==> src/rtl/tick_scheduler.sv <==
// ============================================================================
// Module   : tick_scheduler
// Purpose  : Clock-enable sequencer for the TessiaX core. Issues one-cycle
//            tick pulses in three modes: HALT (none), RUN (every eff_div
//            cycles, divisor loadable at runtime with a load/ack handshake)
//            and STEP (one tick per step button press). Also drives a
//            slow_clk that toggles on every tick and a wrapping tick counter.
// Options  : `define TICK_SCHED_DEBOUNCE_EN adds a DEB_CYCLES stable-time
//            debouncer on the synchronized step button.
// Revision : 1.0 - initial release
// ============================================================================
`default_nettype none

module tick_scheduler #(
  parameter int CNT_W       = 25,
  parameter int DEFAULT_DIV = 250000,
  parameter int TCNT_W      = 16,
  parameter int DEB_CYCLES  = 500000
) (
  input  logic              C_50Mhz,
  input  logic              rst_n,
  input  logic [1:0]        mode,
  input  logic              step_btn,
  input  logic [CNT_W-1:0]  div_val,
  input  logic              div_load,
  output logic              div_ack,
  output logic              tick,
  output logic              slow_clk,
  output logic [1:0]        state,
  output logic [TCNT_W-1:0] tick_count
);

  // State encoding matches the mode input encoding.
  localparam logic [1:0] S_HALT = 2'b00;
  localparam logic [1:0] S_RUN  = 2'b01;
  localparam logic [1:0] S_STEP = 2'b10;

  logic [1:0]        state_q, state_d;
  logic              run_en, step_en;
  logic [CNT_W-1:0]  counter_q, counter_d;
  logic [CNT_W-1:0]  div_reg_q, div_reg_d;
  logic [CNT_W-1:0]  eff_div_m1;
  logic              wrap;
  logic              state_chg;
  logic              sync1_q, sync2_q;
  logic              btn_lvl;
  logic              btn_prev_q;
  logic              btn_rise;
  logic              tick_q, tick_d;
  logic              div_ack_q;
  logic              slow_clk_q;
  logic [TCNT_W-1:0] tick_count_q;

  // State register.
  always_ff @(posedge C_50Mhz or negedge rst_n) begin
    if (!rst_n) begin
      state_q <= S_HALT;
    end else begin
      state_q <= state_d;
    end
  end

  // Next state is simply the decoded mode; the reserved code parks in HALT.
  always_comb begin
    state_d = S_HALT;
    case (mode)
      2'b01:   state_d = S_RUN;
      2'b10:   state_d = S_STEP;
      default: state_d = S_HALT;
    endcase
  end

  // State decode into the enables used by the datapath.
  always_comb begin
    run_en  = 1'b0;
    step_en = 1'b0;
    case (state_q)
      S_RUN:   run_en  = 1'b1;
      S_STEP:  step_en = 1'b1;
      default: ;
    endcase
  end

  // A zero divisor behaves as one, giving a tick every cycle.
  assign eff_div_m1 = (div_reg_q == '0) ? '0 : (div_reg_q - 1'b1);
  assign wrap       = run_en && (counter_q == eff_div_m1);
  assign state_chg  = (state_d != state_q);

  // Period counter: restarts on load, on any state change, at wrap, and is
  // parked at zero outside RUN so a partial period never carries over.
  always_comb begin
    counter_d = counter_q + 1'b1;
    if (div_load || state_chg || !run_en || wrap) begin
      counter_d = '0;
    end
    div_reg_d = div_load ? div_val : div_reg_q;
  end

  // Period counter and divisor register.
  always_ff @(posedge C_50Mhz or negedge rst_n) begin
    if (!rst_n) begin
      counter_q <= '0;
      div_reg_q <= CNT_W'(DEFAULT_DIV);
    end else begin
      counter_q <= counter_d;
      div_reg_q <= div_reg_d;
    end
  end

  // Two-flop synchronizer for the asynchronous step button; runs in all states.
  always_ff @(posedge C_50Mhz or negedge rst_n) begin
    if (!rst_n) begin
      sync1_q <= 1'b0;
      sync2_q <= 1'b0;
    end else begin
      sync1_q <= step_btn;
      sync2_q <= sync1_q;
    end
  end

`ifdef TICK_SCHED_DEBOUNCE_EN
  localparam int DEB_W = (DEB_CYCLES > 1) ? $clog2(DEB_CYCLES + 1) : 1;

  logic             deb_q, deb_d;
  logic [DEB_W-1:0] deb_cnt_q, deb_cnt_d;

  // Debounced level follows the synchronized button only after it has held
  // the new level for DEB_CYCLES consecutive clocks.
  always_comb begin
    deb_d     = deb_q;
    deb_cnt_d = '0;
    if (sync2_q != deb_q) begin
      if (deb_cnt_q == DEB_W'(DEB_CYCLES - 1)) begin
        deb_d = sync2_q;
      end else begin
        deb_cnt_d = deb_cnt_q + 1'b1;
      end
    end
  end

  // Debouncer registers.
  always_ff @(posedge C_50Mhz or negedge rst_n) begin
    if (!rst_n) begin
      deb_q     <= 1'b0;
      deb_cnt_q <= '0;
    end else begin
      deb_q     <= deb_d;
      deb_cnt_q <= deb_cnt_d;
    end
  end

  assign btn_lvl = deb_q;
`else
  // Stable-time parameter only matters when the debouncer is built in.
  logic [31:0] unused_deb_cycles;
  assign unused_deb_cycles = 32'(DEB_CYCLES);

  assign btn_lvl = sync2_q;
`endif

  // Edge-detect history; tracks the button level in every state so that
  // entering STEP with the button already held yields no tick.
  always_ff @(posedge C_50Mhz or negedge rst_n) begin
    if (!rst_n) begin
      btn_prev_q <= 1'b0;
    end else begin
      btn_prev_q <= btn_lvl;
    end
  end

  assign btn_rise = btn_lvl & ~btn_prev_q;
  assign tick_d   = wrap | (step_en & btn_rise);

  // Tick, ack, slow clock and tick counter all update together with tick.
  always_ff @(posedge C_50Mhz or negedge rst_n) begin
    if (!rst_n) begin
      tick_q       <= 1'b0;
      div_ack_q    <= 1'b0;
      slow_clk_q   <= 1'b1;
      tick_count_q <= '0;
    end else begin
      tick_q       <= tick_d;
      div_ack_q    <= div_load;
      slow_clk_q   <= slow_clk_q ^ tick_d;
      tick_count_q <= tick_count_q + TCNT_W'(tick_d);
    end
  end

  assign tick       = tick_q;
  assign div_ack    = div_ack_q;
  assign slow_clk   = slow_clk_q;
  assign state      = state_q;
  assign tick_count = tick_count_q;

endmodule

`default_nettype wire

==> config.mk <==
export PLATFORM = sky130hd
export DESIGN_NAME = tick_scheduler
export DESIGN_NICKNAME = d
export VERILOG_FILES = /design/src/rtl/tick_scheduler.sv
export SDC_FILE = /design/constraint.sdc
export NUM_CORES = 1
export LEC_CHECK = 0
export BUFFER_PORTS_ARGS = -buffer_cell sky130_fd_sc_hd__buf_2
export CAP_MARGIN = 25
export CORE_ASPECT_RATIO = 2
export CORE_MARGIN = 1
export CORE_UTILIZATION = 40
export CTS_CLUSTER_SIZE = 8
export DETAILED_ROUTE_END_ITERATION = 7
export PLACE_DENSITY = 0.64
export SETUP_SLACK_MARGIN = 0.5
export SYNTH_ARGS = -nofsm -noshare
export SYNTH_HDL_FRONTEND = slang
export SYNTH_SLANG_ARGS = --single-unit
export TNS_END_PERCENT = 50
==> constraint.sdc <==
create_clock -name C_50Mhz -period 9.1 [get_ports C_50Mhz]
set_clock_uncertainty 0.15 [all_clocks]
set_input_delay 0.455 -clock C_50Mhz [delete_from_list [all_inputs] [get_ports C_50Mhz]]
set_output_delay 0.455 -clock C_50Mhz [all_outputs]
set_load 0.02 [all_outputs]
# After elaboration in Yosys (flattened, before gate mapping)
# Cells that the tools add are included.
# op_classes
n_addsub	3
n_eq_ne	6
n_mux	5
bitwise_logic	5
reduce_logical	6
# op_table
op	n
$mux 25	2
$add 25x1->25 const B	1
$eq 25x25->1	1
$logic_not 25->1	1
$sub 25x1->25 const B	1
$add 16x1->16	1
$eq 2x1->1 const B	2
$eq 2x2->1 const B	2
$pmux 2 s2	1
$logic_or 1x1->1	3
$and 1x1->1	2
$mux 1	2
$ne 2x2->1	1
$logic_and 1x1->1	1
$logic_not 1->1	1
$not 1->1	1
$or 1x1->1	1
$xor 1x1->1	1
# word_totals
ff_bits	74
inputBits	31
output_inout_bits	21
word_cells	35

# Longest topological paths before layout
# Gate-level depths: netlist (run 1).
# depth
depth_word	7
depth_mapped	17
depth_no_buf	17

# Worst setup path after synthesis (run 1)
# No wires, ideal clock.
# synth_path
path_type	reg2reg
start	register div_reg_q[19]
end	register tick_count_q[14], in the netlist tick_count[14]
setup_time_ps	80
arrival_ps	4053
required_time_ps	8870
path_slack_ps	4817
stages_incl_launch_ff	17
n_path_buf	1
synth_period_minus_slack_ps	4283
path_cell_list	dfrtp_1 -> buf_6 -> or4_4 -> or4_4 -> or3_4 -> or3_1 -> o21ai_0 -> o2111a_1 -> nand4_2 -> nor3_4 -> or2_2 -> ha_1 -> ha_1 -> nand3_1 -> or2_2 -> nor2_1 -> xor2_1
# synth_between
elab_chain_cells	6
word_cells_on_any_way	7
cone_classes	add/sub (2); eq/ne (1); mux (1); bitwise (1); reduce/logical (2)
# synth_lines
element	line	source
start, declared	41	logic [CNT_W-1:0] div_reg_q, div_reg_d;
start signal, assigned	103	div_reg_q <= CNT_W'(DEFAULT_DIV);
start signal, assigned	106	div_reg_q <= div_reg_d;
$sub 25x1->25 or $logic_not 25->1 (tied branches)	85	assign eff_div_m1 = (div_reg_q == '0) ? '0 : (div_reg_q - 1'b1);
$mux 25 (*)	85	
$eq 25x25->1 (*)	86	assign wrap = run_en && (counter_q == eff_div_m1);
$logic_and 1x1->1 (*)	86	
$or 1x1->1 (*)	172	assign tick_d = wrap | (step_en & btn_rise);
via tick_d	49	logic tick_q, tick_d;
$add 16x1->16 (*)	185	tick_count_q <= tick_count_q + TCNT_W'(tick_d);
end signal, assigned	185	
end, declared	52	logic [TCNT_W-1:0] tick_count_q;
# Mark *: on every way through the listed nets, which the timed path passes. The rest lies on a longest branch.
# A chain may end at the register's enable or synchronous reset.

# Final worst setup path (run 1)
# layout_path
start	register div_reg_q[0]
end	register tick_count_q[14], in the netlist tick_count[14]
# Same word-level chain as after synthesis.

==> results.md, run 1 <==
## Cells and area
- Inserted Diodes: 0
- Layout fillers: 972
- flip-flop and latch area: 1862 µm²
- Final Net Count: 520
- Layout area overhead: 15.19%
- design area: 5029 µm²
- multi-input logic area: 2346 µm²
- layout cells sized above 1: 0.2367

## STA
- summed negative setup slack over all endpoints: 0 ns
- count of final setup violators: 0
- part of the cycle the worst path needs: 0.5699
- time the final worst path needs with I/O delays and setup: 5.186 ns
- FMAX: 0.1928 GHz
- count of endpoints failing hold in the final timing report: 37
- Final Slew Violations: 0
- smallest hold slack: -0.03409 ns
- unrepaired setup endpoints after global routing: no
- relative slew slack: 0.4931
- transition time of the tightest slew-check pin: 0.7603 ns

## Outcome
- result of the run: finished, violations left
- failing checks: negative hold slack

## Critical path
- depth of the most critical reg-to-reg path: 18
- worst flop-to-flop path endpoint: tick_count[14]
- required time at the endpoint of the critical path: 9.21 ns
- crit path capture: tick_count[14]
- worst setup path startpoint: div_reg_q[0]
- worst reg2reg startpoint: div_reg_q[0]
- setup slack of the most critical reg-to-reg path: 3.91 ns
- endpoint type of the worst setup path: flip-flop
- Data arrival, critical path: 5.30 ns
- critical path class: flip-flop to flip-flop
- Crit Path Max Fanout: 26
- element type at the critical path start: flip-flop

## Floorplan
- DIE WIDTH: 75.87 µm
- initial cell density of the core: 0.4140
- area of the placeable core: 10540 µm²
- height of the die: 149.7 µm
- die area: 11360 µm²
- Cell Rows: 53
- number of primary I/O pins: 52

## Placement
- Post-DP HPWL: 8331 µm
- placed cell areas: 4693 µm²
- number of port buffers: 51
- GPL Wtd Cong: 0.9851

## Global route
- residual overflow from global routing: 0
- first-pass GRT wire length: 17660 µm
- maximum number of pins on one net before global-route repair: 75
- number of antenna violations at the first check in global routing: 0
- global-route usage over all layers: 0.2125
- vias in the first global route: 3619

## Clocking
- TritonCTS clock tree: built
- worst skew pair latency: 0.34 ns
- deepest level of the CTS H-tree: 3
- clock sinks: 74
- number of instances resized during post-cts repair: 0
- maximum root-to-sink buffer count: 2
- clock slew seen by the registers of the worst setup and hold paths: 0.06 ns
- CTS root buffer: sky130_fd_sc_hd__clkbuf_16
- number of buffers created by CTS: 9
- post-CTS setup repair buffer count: 0
- Post-CTS Hold Buffers: 0

## Routing
- total via count in the routed design: 3583
- Routed met3 length: 317 µm
- number of nets still failing antenna checks after routing: 0
- Routed wire per std cell: 17.77 µm
- highest layer used for signal routing: met4
- met2 wire len: 6249 µm
- iteration count of the initial detailed-routing pass: 4
- drt initial violations: 202
- wirelength, routed: 11140 µm
- wire length on met1: 4024 µm
- vias per std cell: 5.715
- DR DRC count: 0

## Yosys
- sequential element share of the synthesized area: 0.4265
- Unique masters post-synth: 64
- Mapped Nets: 477
- ys async rst share: 1.000
- Synth Cell Area: 4365 µm²
- mean post-synth cell area: 9.877 µm²
- top_reg_cell synth: sky130_fd_sc_hd__dfrtp_1
- number of warning messages in the yosys log: 0
- number of enable flip-flop cells after synthesis: 0
- number of synthesized register bits: 74
- Post-Syn Instances: 442

## Job
- maxcap violations: 0

## Pwr
- worst IR drop on VDD: 0.0001089 V
- power density of the placed cells: 168.3 nW/µm²
- leakage: 2.084 nW

## Min path
- min-delay worst type: input port to asynchronous set/reset pin

[registers in the layout, summed over array words and instances, names as in the netlist]
signal and flops:
counter_q 25, div_reg_q 25, tick_count 16, state 2, btn_lvl 1, btn_prev_q 1
div_ack 1, slow_clk 1, sync1_q 1, tick 1
[power breakdown]
group          switching (W)  total [W]  internal [W]  leakage, nW
Combinational      0.0000542  0.0000977     0.0000435        0.989
Clock               0.000153   0.000370      0.000217        0.145
Sequential         0.0000278   0.000379      0.000351        0.950
Total               0.000235   0.000846      0.000611         2.08
[through the flow]
step	setup slack (ns)	cells	utilization	power [W]
after floorplan	4.817	442	-	0.0004417
after global placement	4.050	610	0.4451	0.0004765
after detailed placement	3.901	610	0.4451	0.0004799
after CTS	3.895	626	0.4743	0.0008525
after global routing	3.389	627	0.4769	0.0008835
final	3.914	627	0.4769	0.0008464
[worst min path at each step]
stage                  start  cells after the start            end
CTS                 step_btn                      1        sync1_q
floorplan              rst_n                      0        btn_lvl
finish                 rst_n                      2  div_reg_q[18]
global placement     sync1_q                      0        btn_lvl
detailed placement   sync1_q                      0        btn_lvl
global route           rst_n                      2  div_reg_q[18]
[final cells by class]
class | instances | share of cell area
multi-input cells | 335 | 0.4665
flip-flops and latches | 74 | 0.3702
repair buffers | 54 | 0.05972
clock buffers | 9 | 0.04479
well taps | 137 | 0.03409
clock inverters | 7 | 0.01642
inverters | 11 | 0.008211
[worst max-delay path: stages, from the launching register on]
cell,delay (ns)
sky130_fd_sc_hd__dfrtp_1,0.44
sky130_fd_sc_hd__inv_1,0.10
sky130_fd_sc_hd__ha_1,0.20
sky130_fd_sc_hd__nor4b_2,0.60
sky130_fd_sc_hd__nand3_2,0.30
sky130_fd_sc_hd__nor4b_1,0.56
sky130_fd_sc_hd__o22ai_1,0.21
sky130_fd_sc_hd__a2bb2oi_1,0.30
sky130_fd_sc_hd__o2111a_1,0.26
sky130_fd_sc_hd__nand4_2,0.15
sky130_fd_sc_hd__nor3_4,0.14
sky130_fd_sc_hd__buf_4,0.30
sky130_fd_sc_hd__or2_2,0.18
sky130_fd_sc_hd__ha_1,0.17
sky130_fd_sc_hd__ha_1,0.21
sky130_fd_sc_hd__nand3_1,0.16
sky130_fd_sc_hd__or2_2,0.37
sky130_fd_sc_hd__nor2_1,0.14
sky130_fd_sc_hd__xor2_1,0.16
[cell families after synthesis]
logic type      share of synthesized area
mux                               0.05904
buf+inv                           0.03611
compound gates                    0.07739
simple gates                       0.2620
flops                              0.4265
fa+ha+maj                         0.01376
xor+xnor                           0.1253
[cell usage in the layout (no fill, tap or decap), types with 3 or more instances in the layout]
master and n:
sky130_fd_sc_hd__a21oi_1 5, sky130_fd_sc_hd__and2_1 4, sky130_fd_sc_hd__and3_1 12, sky130_fd_sc_hd__and4_1 3
sky130_fd_sc_hd__buf_2 50, sky130_fd_sc_hd__buf_4 3, sky130_fd_sc_hd__clkbuf_16 9, sky130_fd_sc_hd__dfrtp_1 66
sky130_fd_sc_hd__dfstp_2 8, sky130_fd_sc_hd__ha_1 4, sky130_fd_sc_hd__inv_1 11, sky130_fd_sc_hd__inv_6 3
sky130_fd_sc_hd__mux2_2 22, sky130_fd_sc_hd__nand2_1 31, sky130_fd_sc_hd__nand2b_1 8, sky130_fd_sc_hd__nand3_1 22
sky130_fd_sc_hd__nand4_1 9, sky130_fd_sc_hd__nor2_1 30, sky130_fd_sc_hd__nor3_1 33, sky130_fd_sc_hd__nor4_1 14
sky130_fd_sc_hd__nor4_2 3, sky130_fd_sc_hd__o21ai_0 9, sky130_fd_sc_hd__o22ai_1 3, sky130_fd_sc_hd__o31ai_1 3
sky130_fd_sc_hd__or2_2 3, sky130_fd_sc_hd__or3_1 6, sky130_fd_sc_hd__or4_1 7, sky130_fd_sc_hd__xnor2_1 33
sky130_fd_sc_hd__xor2_1 24
[cell usage after synthesis, drive strengths merged (10+ instances only)]
master / count / area share
dfrtp: 66 / 0.38
xnor2: 33 / 0.066
nand3: 23 / 0.028
xor2: 24 / 0.048
inv: 11 / 0.0095
mux2: 22 / 0.057
nor2: 30 / 0.026
clkbuf: 12 / 0.010
and3: 12 / 0.017
nand4: 10 / 0.016
nor3: 35 / 0.044
nor4: 17 / 0.029
buf: 10 / 0.016
nand2: 31 / 0.027
[metal layers]
| metal | track usage | up-vias |
|---|---|---|
| met5 | 0 | - |
| met4 | 0.1306 | 0 |
| met3 | 0.04444 | 29 |
| met2 | 0.3805 | 86 |
| met1 | 0.2126 | 1780 |
| li1 | - | 1688 |
Power figures use the tool's default switching activity.
==> run 2, diff against run 1 <==
Settings changed: ABC_AREA from default to 1, PLACE_DENSITY 0.64 to 0.66.
Clock period 9.1 ns to 4.3 ns, I/O delays scaled along.
==> run 2 against run 1 <==
Net effect: the flow now finishes without violations; clock power rose by 110%; highest routed layer unchanged; final cell count increased by 34%; non-clock buffer count grew 44; global-route usage up 1.5 points; sequential power up 110%; clock-buffer cell count rose by 3; area after synthesis rose by 5.6%; critical path type unchanged; worst hold slack better by 0.089 ns.
==> results.md, run 2 <==
## Clocking
- clock slew seen by the registers of the worst setup and hold paths: 0.06 ns
- TritonCTS clock tree: built
- CTS root buffer: sky130_fd_sc_hd__clkbuf_16
- clock sinks: 74
- worst skew pair latency: 0.34 ns
- maximum root-to-sink buffer count: 2
- deepest level of the CTS H-tree: 3
- number of buffers created by CTS: 9

## Floorplan
- area of the placeable core: 11290 µm²
- die area: 11990 µm²
- DIE WIDTH: 77.92 µm
- initial cell density of the core: 0.4085
- number of primary I/O pins: 52
- height of the die: 153.8 µm
- Cell Rows: 55

## STA
- Final Slew Violations: 0
- minimum setup slack in the final design: 0.6903 ns
- time the final worst path needs with I/O delays and setup: 3.610 ns
- relative slew slack: 0.4675
- count of endpoints failing hold in the final timing report: 0
- part of the cycle the worst path needs: 0.8395
- unrepaired setup endpoints after global routing: no
- count of final setup violators: 0
- FMAX: 0.2770 GHz
- summed negative setup slack over all endpoints: 0 ns
- transition time of the tightest slew-check pin: 0.7988 ns

## Critical path
- endpoint type of the worst setup path: flip-flop
- element type at the critical path start: flip-flop
- Crit Path Max Fanout: 8
- Data arrival, critical path: 3.68 ns
- critical path class: flip-flop to flip-flop
- required time at the endpoint of the critical path: 4.37 ns

## Yosys
- mean post-synth cell area: 7.775 µm²
- Synth Cell Area: 4611 µm²
- ys async rst share: 1.000
- number of synthesized register bits: 74
- count leader, synth: sky130_fd_sc_hd__nand2_1
- number of warning messages in the yosys log: 0
- dominant cells by area after synthesis: sky130_fd_sc_hd__dfrtp_1 (36%), sky130_fd_sc_hd__nand2_1 (12%), sky130_fd_sc_hd__nor2_4 (6.6%)
- Post-Syn Instances: 593
- Unique masters post-synth: 31
- leading cell types by count after synthesis: sky130_fd_sc_hd__nand2_1 (148), sky130_fd_sc_hd__dfrtp_1 (66), sky130_fd_sc_hd__nor2_1 (65)
- top_reg_cell synth: sky130_fd_sc_hd__dfrtp_1
- largest area contributor in the synthesized netlist: sky130_fd_sc_hd__dfrtp_1
- proportion of netlist area held by the largest area contributor: 0.3582
- Mapped Nets: 628
- sequential element share of the synthesized area: 0.4038
- number of enable flip-flop cells after synthesis: 0

## Routing
- DR DRC count: 0
- iteration count of the initial detailed-routing pass: 4
- vias per std cell: 4.999
- total via count in the routed design: 4209
- wirelength, routed: 13030 µm
- number of nets still failing antenna checks after routing: 0
- Routed wire per std cell: 15.47 µm
- drt initial violations: 219

## Placement
- Setup Slack @ Placement: 0.2151 ns
- number of port buffers: 51
- Post-DP HPWL: 9762 µm
- GPL Wtd Cong: 0.9338
- Post-Place Cells: 778
- placed cell areas: 4976 µm²

## Pwr
- power density of the placed cells: 317.3 nW/µm²
- worst IR drop on VDD: 0.0002310 V
- leakage: 2.704 nW

## Cells and area
- post-layout util: 0.5243
- Layout fillers: 1080
- multi-input logic area: 2594 µm²
- commonest non-fill, non-tap cells in the layout: sky130_fd_sc_hd__nand2_1 (145), sky130_fd_sc_hd__dfrtp_1 (63), sky130_fd_sc_hd__inv_1 (60)
- Final Net Count: 730
- flip-flop and latch area: 1866 µm²
- Inserted Diodes: 0
- Layout area overhead: 28.33%
- most common cell after layout, fill and taps aside: sky130_fd_sc_hd__nand2_1
- Final Non-Filler Cells: 842
- layout cells sized above 1: 0.2800
- design area: 5917 µm²

## Global route
- maximum number of pins on one net before global-route repair: 52
- first-pass GRT wire length: 20280 µm
- global-route usage over all layers: 0.2274
- vias in the first global route: 4175
- residual overflow from global routing: 0
- number of antenna violations at the first check in global routing: 0

## Min path
- min-delay worst type: input port to asynchronous set/reset pin

## Job
- maxcap violations: 0

## Outcome
- result of the run: finished, final reports clean

run 2: changes by cell type after synthesis, moves of 26 or more:
cell / previous run / this run
sky130_fd_sc_hd__nand2_1: 31 / 148
sky130_fd_sc_hd__nor2_4: 0 / 27
sky130_fd_sc_hd__xnor2_1: 33 / 5
sky130_fd_sc_hd__nor2_1: 30 / 65
sky130_fd_sc_hd__o21ai_0: 9 / 35
sky130_fd_sc_hd__inv_1: 11 / 63
run 2: repair_timing:
item	in CTS	in global routing
endpoints found under the hold margin	60	0
buffers inserted	0	15
setup endpoints to repair	5	6
pin swaps	0	16
hold buffers	30	0
resized for setup	5	40
cloned	0	2
run 2: final cells by class:
class / instances / area share
Sequential cell: 74 / 0.3153
Tap cell: 142 / 0.03003
Clock buffer: 12 / 0.04335
Inverter: 74 / 0.04694
Timing Repair Buffer: 98 / 0.1176
Clock inverter: 4 / 0.008458
Multi-Input combinational cell: 438 / 0.4384
run 2: per-stage QoR:
step	hold slack (ns)	total power, W
2_1_floorplan	-0.2306	0.0009642
3_3_place_gp	0.1836	0.001060
3_5_place_dp	0.1830	0.001066
4_1_cts	0.2144	0.001861
5_1_grt	0.05503	0.001958
6_report	0.05519	0.001878
run 2: routing by layer:
| metal | share of wire | global-route usage | up-vias |
|---|---|---|---|
| met5 | 0 | 0 | - |
| li1 | - | - | 2091 |
| met4 | 0.073 | 0.1737 | 0 |
| met2 | 0.57 | 0.4315 | 104 |
| met3 | 0.025 | 0.03976 | 43 |
| met1 | 0.34 | 0.2066 | 1971 |
run 2: logic make-up (layout without fill, tap and decap cells):
kind of cell	after synthesis	in the layout	synth area share
compound gates	41	41	0.04505
mux	1	1	0.002442
xor+xnor	38	38	0.07218
buf+inv	83	188	0.07653
flops	74	74	0.4038
fa+ha+maj	4	4	0.01086
simple gates	352	354	0.3891
run 2: final timing paths:
check | depth (start not counted) | from | slack, ns | endpoint
max | 19 | div_reg_q[5] | 0.69 | tick_count[11]
min | 2 | rst_n | 0.06 | tick_count[15]
max reg2reg | 19 | div_reg_q[5] | 0.69 | tick_count[11]
min reg2reg | 0 | sync1_q | 0.21 | btn_lvl
max in group asynchronous | 4 | rst_n | 3.01 | slow_clk
min in group C_50Mhz | 0 | sync1_q | 0.21 | btn_lvl
run 2: power by group:
group / leakage, nW / internal [W] / switching, W
clock: 0.145 / 0.000480 / 0.000291
sequential: 0.953 / 0.000745 / 0.0000522
combinational: 1.61 / 0.000117 / 0.000192
run 2: worst max-delay path: stages, from the launching register on:
cell                      delay (ns)
sky130_fd_sc_hd__dfrtp_2        0.46
sky130_fd_sc_hd__nor2_4         0.14
sky130_fd_sc_hd__nand2_1        0.10
sky130_fd_sc_hd__nor2_4         0.22
sky130_fd_sc_hd__buf_4          0.15
sky130_fd_sc_hd__nand4_1        0.23
sky130_fd_sc_hd__nand3_1        0.17
sky130_fd_sc_hd__nand2_1        0.05
sky130_fd_sc_hd__nand2_1        0.05
sky130_fd_sc_hd__nand2_1        0.06
sky130_fd_sc_hd__nor2_2         0.13
sky130_fd_sc_hd__nand3_2        0.11
sky130_fd_sc_hd__o21ai_2        0.19
sky130_fd_sc_hd__ha_2           0.23
sky130_fd_sc_hd__nand3_1        0.13
sky130_fd_sc_hd__nor3_2         0.23
sky130_fd_sc_hd__and3_4         0.23
sky130_fd_sc_hd__nand4_1        0.16
sky130_fd_sc_hd__buf_4          0.19
sky130_fd_sc_hd__xnor2_1        0.11
